[config.mk]
export PLATFORM = sky130hd
export DESIGN_NAME = codec_intf
export DESIGN_NICKNAME = d
export VERILOG_FILES = /design/src/rtl/codec_pkg.sv /design/src/rtl/codec_clk_gen.sv /design/src/rtl/codec_intf.sv
export SDC_FILE = /design/constraint.sdc
export NUM_CORES = 1
export LEC_CHECK = 0
export CELL_PAD_IN_SITES_DETAIL_PLACEMENT = 1
export CELL_PAD_IN_SITES_GLOBAL_PLACEMENT = 2
export CORE_UTILIZATION = 23
export DETAILED_ROUTE_END_ITERATION = 16
export PLACE_DENSITY_LB_ADDON = 0.1
export REMOVE_ABC_BUFFERS = 1
export SLEW_MARGIN = 10
export SYNTH_ARGS = -nofsm -noshare
export SYNTH_HDL_FRONTEND = slang
export SYNTH_SLANG_ARGS = --single-unit
[constraint.sdc]
create_clock -name clk -period 5.65 [get_ports clk]
set_clock_uncertainty 0.05 [all_clocks]
set_input_delay 0.565 -clock clk [delete_from_list [all_inputs] [get_ports clk]]
set_output_delay 0.565 -clock clk [all_outputs]
set_load 0.03 [all_outputs]
[src/rtl/codec_pkg.sv]
// Shared constants, stereo sample type and receive-word conversion for the CS4272 serial interface.
// Build option: CODEC_RND_EN selects round-half-up with saturation on received samples; default truncates.
package codec_pkg;

  localparam int unsigned CNT_W       = 10;
  localparam int unsigned SAMPLE_W    = 16;
  localparam int unsigned CODEC_W     = 24;
  localparam int unsigned SKIP_FRAMES = 2;
  localparam int unsigned FIRST_SLOT  = 1;
  localparam int unsigned LAST_SLOT   = 24;
  localparam int unsigned VALID_CNT   = 905;
  localparam int unsigned SLOT_W      = 5;
  localparam int unsigned SKIP_W      = 2;
  localparam int unsigned PAD_W       = CODEC_W - SAMPLE_W;

  typedef struct packed {
    logic signed [SAMPLE_W-1:0] lft;
    logic signed [SAMPLE_W-1:0] rht;
  } stereo_t;

  // Reduce a 24-bit codec word to a 16-bit sample
  function automatic logic [SAMPLE_W-1:0] codec_to_sample(input logic [CODEC_W-1:0] x);
    logic [SAMPLE_W-1:0] hi;
    hi = x[CODEC_W-1 -: SAMPLE_W];
`ifdef CODEC_RND_EN
    // Only the largest positive value can overflow when adding the rounding bit
    if (x[PAD_W-1] && (hi != {1'b0, {(SAMPLE_W-1){1'b1}}}))
      hi = hi + SAMPLE_W'(1);
`endif
    return hi;
  endfunction

endpackage

[src/rtl/codec_clk_gen.sv]
// Frame counter and derived codec clocks, SCLK strobes and slot indices.
module codec_clk_gen
  import codec_pkg::*;
(
  input  logic              clk,
  input  logic              rst,
  output logic [CNT_W-1:0]  cnt,
  output logic              mclk,
  output logic              sclk,
  output logic              lrclk,
  output logic              rise_c,
  output logic              fall_c,
  output logic              wrap_c,
  output logic [SLOT_W-1:0] slot_c,
  output logic [SLOT_W-1:0] nslot_c,
  output logic              nhalf_c
);

  logic [SLOT_W:0] nxt_hi;

  // Free-running frame counter, one frame per 1024 clk
  always_ff @(posedge clk) begin
    if (rst) cnt <= '0;
    else     cnt <= cnt + CNT_W'(1);
  end

  assign mclk   = cnt[1];
  assign sclk   = cnt[3];
  assign lrclk  = cnt[9];
  assign rise_c = (cnt[3:0] == 4'd7);
  assign fall_c = (cnt[3:0] == 4'd15);
  assign wrap_c = (cnt == {CNT_W{1'b1}});
  assign slot_c = cnt[8:4];

  // Slot and half being entered at a fall strobe (low nibble is 15 there, so only the upper bits step)
  assign nxt_hi  = cnt[9:4] + (SLOT_W+1)'(1);
  assign nslot_c = nxt_hi[SLOT_W-1:0];
  assign nhalf_c = nxt_hi[SLOT_W];

endmodule

[src/rtl/codec_intf.sv]
// I2S interface to the CS4272: clock/reset generation, 24-bit receive deserializer, 24-bit transmit serializer.
// Build option: CODEC_RND_EN (see codec_pkg) changes only the received-sample conversion.
module codec_intf
  import codec_pkg::*;
(
  input  logic        clk,
  input  logic        rst,
  input  logic [15:0] lft_out,
  input  logic [15:0] rht_out,
  output logic [15:0] lft_in,
  output logic [15:0] rht_in,
  output logic        valid,
  output logic        MCLK,
  output logic        SCLK,
  output logic        LRCLK,
  output logic        RSTn,
  output logic        SDin,
  input  logic        SDout
);

  logic [CNT_W-1:0]   cnt;
  logic               rise_c;
  logic               fall_c;
  logic               wrap_c;
  logic [SLOT_W-1:0]  slot_c;
  logic [SLOT_W-1:0]  nslot_c;
  logic               nhalf_c;

  logic [SKIP_W-1:0]  skip_cnt;
  stereo_t            shadow;
  logic [CODEC_W-1:0] lft_sr;
  logic [CODEC_W-1:0] rht_sr;

  logic               rx_slot_c;
  logic               tx_slot_c;
  logic [CODEC_W-1:0] tx_word_c;
  logic [SLOT_W-1:0]  tx_idx_c;
  logic               load_c;
  logic               skip_done_c;

  codec_clk_gen u_clk_gen (
    .clk     (clk),
    .rst     (rst),
    .cnt     (cnt),
    .mclk    (MCLK),
    .sclk    (SCLK),
    .lrclk   (LRCLK),
    .rise_c  (rise_c),
    .fall_c  (fall_c),
    .wrap_c  (wrap_c),
    .slot_c  (slot_c),
    .nslot_c (nslot_c),
    .nhalf_c (nhalf_c)
  );

  assign rx_slot_c   = (slot_c  >= SLOT_W'(FIRST_SLOT)) && (slot_c  <= SLOT_W'(LAST_SLOT));
  assign tx_slot_c   = (nslot_c >= SLOT_W'(FIRST_SLOT)) && (nslot_c <= SLOT_W'(LAST_SLOT));
  assign tx_word_c   = nhalf_c ? {shadow.rht, {PAD_W{1'b0}}} : {shadow.lft, {PAD_W{1'b0}}};
  assign tx_idx_c    = SLOT_W'(CODEC_W) - nslot_c;
  assign load_c      = (cnt == CNT_W'(VALID_CNT - 1));
  assign skip_done_c = RSTn && (skip_cnt == SKIP_W'(SKIP_FRAMES));

  // Codec reset release at the first frame wrap, then count the startup frames to discard
  always_ff @(posedge clk) begin
    if (rst) begin
      RSTn     <= 1'b0;
      skip_cnt <= '0;
    end else if (wrap_c) begin
      RSTn <= 1'b1;
      if (RSTn && (skip_cnt != SKIP_W'(SKIP_FRAMES)))
        skip_cnt <= skip_cnt + SKIP_W'(1);
    end
  end

  // Capture the next frame's samples at the frame boundary and shift them out on SCLK falls
  always_ff @(posedge clk) begin
    if (rst) begin
      shadow <= '0;
      SDin   <= 1'b0;
    end else begin
      if (wrap_c)
        shadow <= {lft_out, rht_out};
      if (fall_c)
        SDin <= tx_slot_c ? tx_word_c[tx_idx_c] : 1'b0;
    end
  end

  // Shift SDout into the current half's register on SCLK rises in the data slots
  always_ff @(posedge clk) begin
    if (rst) begin
      lft_sr <= '0;
      rht_sr <= '0;
    end else if (rise_c && rx_slot_c) begin
      if (LRCLK) rht_sr <= {rht_sr[CODEC_W-2:0], SDout};
      else       lft_sr <= {lft_sr[CODEC_W-2:0], SDout};
    end
  end

  // Publish the completed frame once the last right bit is in; flag it only after startup frames
  always_ff @(posedge clk) begin
    if (rst) begin
      lft_in <= '0;
      rht_in <= '0;
      valid  <= 1'b0;
    end else begin
      valid <= load_c && skip_done_c;
      if (load_c) begin
        lft_in <= codec_to_sample(lft_sr);
        rht_in <= codec_to_sample(rht_sr);
      end
    end
  end

endmodule

==> results.cfg <==
[synthesis]
syn-instance-count = 635
synth.avg_cell_area_um2 = 8.45
synth.lib_cells_used.distinct = 58
post_synth_and_or_nand_nor_area_fraction = 0.216
post_synth_xor_area_fraction = 0.0131
adder_and_majority_gate_portion_of_the_synthesized_area = 0.0140
synthesized_flop_and_latch_total = 127
ys.flop_type = dfxtp_1
yosys_warnings = 0
synth_mux_area_frac = 0.107
synth_seq_area_share = 0.474
synth_compound_gate_area_share = 0.124
synth_area_um2 = 5370
synth-async-reset-ratio = 0
synth_top_family_by_area = simple AND/OR/NAND/NOR gates
number_of_flops_mapped_to_enable_cells_by_yosys = 0

[clock_tree]
clock_sink_count = 127
cts-buffers-inserted = 17
clk_root_buffer_cell = clkbuf_16
cts.htree.levels = 4
cts_tree = done
worstSkewPairLatency_ps = 420
cts.hold.buffers_added = 0
clk_transition_reported_paths_ps = 60
ctsLongestPathBuffers = 2
cts_resized = 0
postCtsSetupRepairBufs = 0

[power_and_ir_drop]
worst_ir_drop_vdd_mv = 0.169
cellPowerDensity_nw_per_um2 = 300
p_leak_nw = 2.43
total_power_mw = 2.07

[final_layout]
insertedDiodeCount = 0
fillCellCount = 2646
postLayoutCoreUtil = 0.303
final_cell_mix = nand2_1, dfxtp_1, a21oi_1
nets = 728
layout.cells.most_common = nand2_1
drive_gt1_frac = 0.0714
area_delta_synth_final_pct = 28.6

[timing]
clock.fmax_mhz = 346
report.final.setup_viol = 0
layout_worst_path_cycle_share = 0.512
worst_slew_pin_slew_ps = 736
max_transition_margin = 0.510
hold-worst-slack_ps = 403
layout_min_cycle_time_ps = 2890
finalHoldViolCount = 0
grt_setup_unrepaired = no
finalWorstSetupSlack_ps = 2760
timing.setup.tns_ps = 0
finalMaxSlewViolations = 0

[global_routing]
grt_pass1_wl_mm = 24.5
global_route.overflow_total = 0
grt_antenna_before_repair = 1
grt_start_max_net_pins = 69
grt_util_all_layers = 0.130
via_count_of_the_first_global_routing_pass = 4741

[drt]
detail_route.iter0.violations = 135
wl_per_cell_um = 14.4
vias = 4421
drt-total-wl_mm = 14.6
drtPass1Iterations = 6
drtAntennaViolNets = 0
route.detailed.vias_per_inst = 4.36
detail_route.drc_violations = 0

[critical_path]
rrSetupSlack_ps = 2760
cp_data_arrival_time_ps = 3140
crit_path_start_kind = flop
timing.setup.critical_path_class = flop to flop
critPathRequiredTime_ps = 5890
path_max_fanout = 17
timing.reg2reg.worst_path_depth = 8
reg2reg_from = u_clk_gen.cnt[4]
r2r_end = SDin
critPathCaptureType = flop

[placement]
buffer_ports.inserted = 72
pre_cts_slack_ps = 2760
finalWeightedCongestion = 0.781
place.detailed.hpwl_mm = 9.68

[floorplan]
initial_utilization = 0.236
floorplan.rows = 55
ios = 73
placeableCoreArea_um2 = 22800
dieArea_um2 = 24000
fp.dieW_um = 155
floorplan.die.height_um = 155

[min_path]
timing.hold.worst.class = flop to flop
hold_end = rht_in[9]
worst_hold_startpoint = rht_in[9]
timing.hold.worst_path_depth = 2

[job]
drv.max_cap_violation_count = 0

[run_status]
run_status = finished clean
[report_power, final]
group	switching [mW]	total, mW	internal, mW
Clock	0.439	1.12	0.684
Combinational	0.0231	0.0483	0.0252
Sequential	0.00292	0.900	0.897
[cell type report]
type	count	area, µm²	area share
clock buffer	20	457	0.0662
tap	313	392	0.0567
sequential	127	2540	0.368
clock inverter	12	145	0.0210
multi-input combinational	451	2550	0.369
inverter	10	37.5	0.00544
timing repair buffer	80	778	0.113
[kinds of logic after synthesis]
family | after synthesis
and+or+nand+nor | 264
DFF | 127
AOI/OAI and AO/OA | 116
buffers and inverters | 57
muxes | 57
xor gates and xnor gates | 8
adders and majority gates | 6
[cell usage after synthesis, drive strengths merged (2+ instances only)]
cell       n  share of area
mux2i     56           0.10
or3        5         0.0058
nor4       3         0.0047
dfxtp    127           0.47
xor2       3         0.0049
a21oi     72          0.067
a21o       3         0.0042
a211oi     3         0.0042
o311ai     2         0.0033
nor2b      5         0.0058
and2       5         0.0063
clkbuf    32          0.022
a22oi      3         0.0042
o2111ai    2         0.0033
a221oi     2         0.0033
nand4      3         0.0035
inv       10         0.0070
nand3b     2         0.0028
ha         6          0.014
xnor2      5         0.0082
nor2      71          0.050
nor3b      4         0.0065
nand2    143           0.10
nand2b     5         0.0072
nand3      8         0.0084
buf       15          0.024
nor3       5         0.0068
o21ai     16          0.015
o211ai     2         0.0028
[per-stage QoR]
step | std cells | cell area [µm²]
floorplan | 588 | 5120
global placement | 981 | 6300
detailed placement | 981 | 6300
CTS | 1013 | 6900
global route | 1013 | 6900
finish | 1013 | 6900
[state kept, by name, summed over array words and instances, names as in the netlist]
signal,cells
u_clk_gen.cnt,10
RSTn,1
lft_sr,24
SDin,1
valid,1
rht_in,16
rht_sr,24
lft_in,16
shadow,32
skip_cnt,2
[worst max-delay path, stage by stage (launching register included)]
cell	delay [ps]
dfxtp_1	660
inv_1	210
ha_1	530
nor2b_1	440
xnor2_1	200
o21ai_0	120
a221o_1	330
o211ai_1	100
o311ai_1	120
[how the worst max path moves through the flow]
stage,cells after the start,slack (ps),startpoint,end
after floorplan,4,2370,u_clk_gen.cnt[9],shadow[0]
after global placement,8,2930,u_clk_gen.cnt[4],SDin
after detailed placement,8,2760,u_clk_gen.cnt[4],SDin
after CTS,2,2710,u_clk_gen.cnt[9],LRCLK
after global routing,8,2540,u_clk_gen.cnt[4],SDin
final,8,2760,u_clk_gen.cnt[4],SDin
[layer usage]
layer	global-route usage	wire length, µm
met5	0	0
met3	0.0389	602
met4	0.0471	192
met2	0.220	7020
met1	0.155	6780
No activity file was read; power rests on OpenSTA's default activity.
==> variant (same settings) <==
Make the reset (`rst`) asynchronous in 5 clocked blocks.
--- a/src/rtl/codec_clk_gen.sv
+++ b/src/rtl/codec_clk_gen.sv
@@ -21,3 +21,3 @@
   // Free-running frame counter, one frame per 1024 clk
-  always_ff @(posedge clk) begin
+  always_ff @(posedge clk or posedge rst) begin
     if (rst) cnt <= '0;
--- a/src/rtl/codec_intf.sv
+++ b/src/rtl/codec_intf.sv
@@ -63,3 +63,3 @@
   // Codec reset release at the first frame wrap, then count the startup frames to discard
-  always_ff @(posedge clk) begin
+  always_ff @(posedge clk or posedge rst) begin
     if (rst) begin
@@ -75,3 +75,3 @@
   // Capture the next frame's samples at the frame boundary and shift them out on SCLK falls
-  always_ff @(posedge clk) begin
+  always_ff @(posedge clk or posedge rst) begin
     if (rst) begin
@@ -88,3 +88,3 @@
   // Shift SDout into the current half's register on SCLK rises in the data slots
-  always_ff @(posedge clk) begin
+  always_ff @(posedge clk or posedge rst) begin
     if (rst) begin
@@ -99,3 +99,3 @@
   // Publish the completed frame once the last right bit is in; flag it only after startup frames
-  always_ff @(posedge clk) begin
+  always_ff @(posedge clk or posedge rst) begin
     if (rst) begin
Behaviour: differs if rst is asserted again (counterexample within 4 cycles, from zero or initial values and one cycle with rst high); with rst held inactive, the same outputs for 10 cycles.
==> variant against the unedited design <==
Highest routed layer unchanged. Final cell count decreased by 22%. Area after synthesis rose by 1.5%. Critical path depth is the same. Wire length is 14% lower. Sequential cell count unchanged. Largest power group unchanged. Design area rose by 2.6%. Setup slack worse by 0.43 ns. Total power is 1.3% higher.
==> variant: results (changes against the unedited design) <==
Finish
  • Multi-input gate count: 235 (-48%)
  • Non-clock buffer share: 0.106 (-0.00676)
  • Clk cell area share: 0.0837 (-0.00346)
  • # clk buffers: 19 (-5.0%)
  • Share of layout cells above drive strength 1: 0.338 (+0.266)
  • Sequential cell area share: 0.449 (+0.0804)
  • Multi-input combinational cell area: 0.00213 mm2 (-17%)
  • Signal buffers: 76 (-5.0%)
  • # fillers: 2,452 (-7.3%)

Global routing
  • GR Util met2: 0.183 (-0.0370)
  • Global-route wire length before repair: 21.4 mm (-13%)
  • Largest net degree at the start of global routing: 61 (-12%)
  • Grt met1 use: 0.149 (-0.00610)
  • Vias in the first global route: 3,775 (-20%)

Pwr
  • Sequential power share: 0.444 (+0.009)
  • Power Density: 296 mW/mm2 (-1.2%)
  • VDD IR-drop max: 0.000164 V (-3.1%)
  • Comb pwr: 63.1 uW (+31%)
  • Leak pwr: 0.00314 uW (+29%)
  • Switching Fraction: 0.236 (+0.0118)

Placement
  • DPL Wire Length: 8.33 mm (-14%)
  • Area after DPL: 0.00649 mm2 (+3.0%)
  • Final Wtd Congestion: 0.702 (-10%)

Status
  • Run status: complete, no violations

Setup path
  • CP max stage delay: 0.82 ns (+0.16 ns)
  • R2R Setup Slk: 2.33 ns (-0.43 ns)
  • Cell family with the largest share of critical-path delay: simple AND/OR/NAND/NOR gates
  • CP Launch Point: u_clk_gen.cnt[4]$_DFF_PP0_
  • R2r startpoint: u_clk_gen.cnt[4]$_DFF_PP0_
  • Crit path max fanout: 20 (+3)

Synth
  • Synth top area cells: dfrtp_1 (58%), mux2_2 (24%), buf_2 (1.4%)
  • Commonest cells post-synth: dfrtp_1 (127), mux2_2 (114), buf_2 (15), nand2_1 (12), nor2_1 (12)

Worst hold path
  • HP Class: input port to asynchronous set/reset pin

Route
  • First DRT Iteration DRCs: 99 (-27%)
  • Vias per inst: 4.25 (-2.5%)
  • WL met1: 5.78 mm (-15%)

STA
  • Max_slew headroom: 0.330 (-0.179)
==> variant: cell types whose count changed after synthesis, moves of 58 or more <==
cell | unedited run | this run
nand2_1 | 142 | 12
dfrtp_1 | 0 | 127
dfxtp_1 | 127 | 0
mux2_2 | 1 | 114
a21oi_1 | 72 | 4
nor2_1 | 70 | 12
==> variant: logic make-up after synthesis <==
group | synth area share
buf+inv | 0.0282
flops | 0.583
simple gates | 0.0624
fa+ha+maj | 0.0138
xor+xnor | 0.0220
compound gates | 0.0457
mux | 0.245
==> variant: per-stage QoR <==
stage               instances  power (uW)  hold WS [ns]   util  setup WS [ns]
floorplan                 372         974         0.405      -           1.65
global placement          761        1010         0.414  0.283           2.46
detailed placement        761        1020         0.433  0.283           2.31
CTS                       793        2140         0.376  0.309           2.30
global route              793        2190         0.380  0.309           1.96
finish                    793        2100         0.384  0.309           2.33
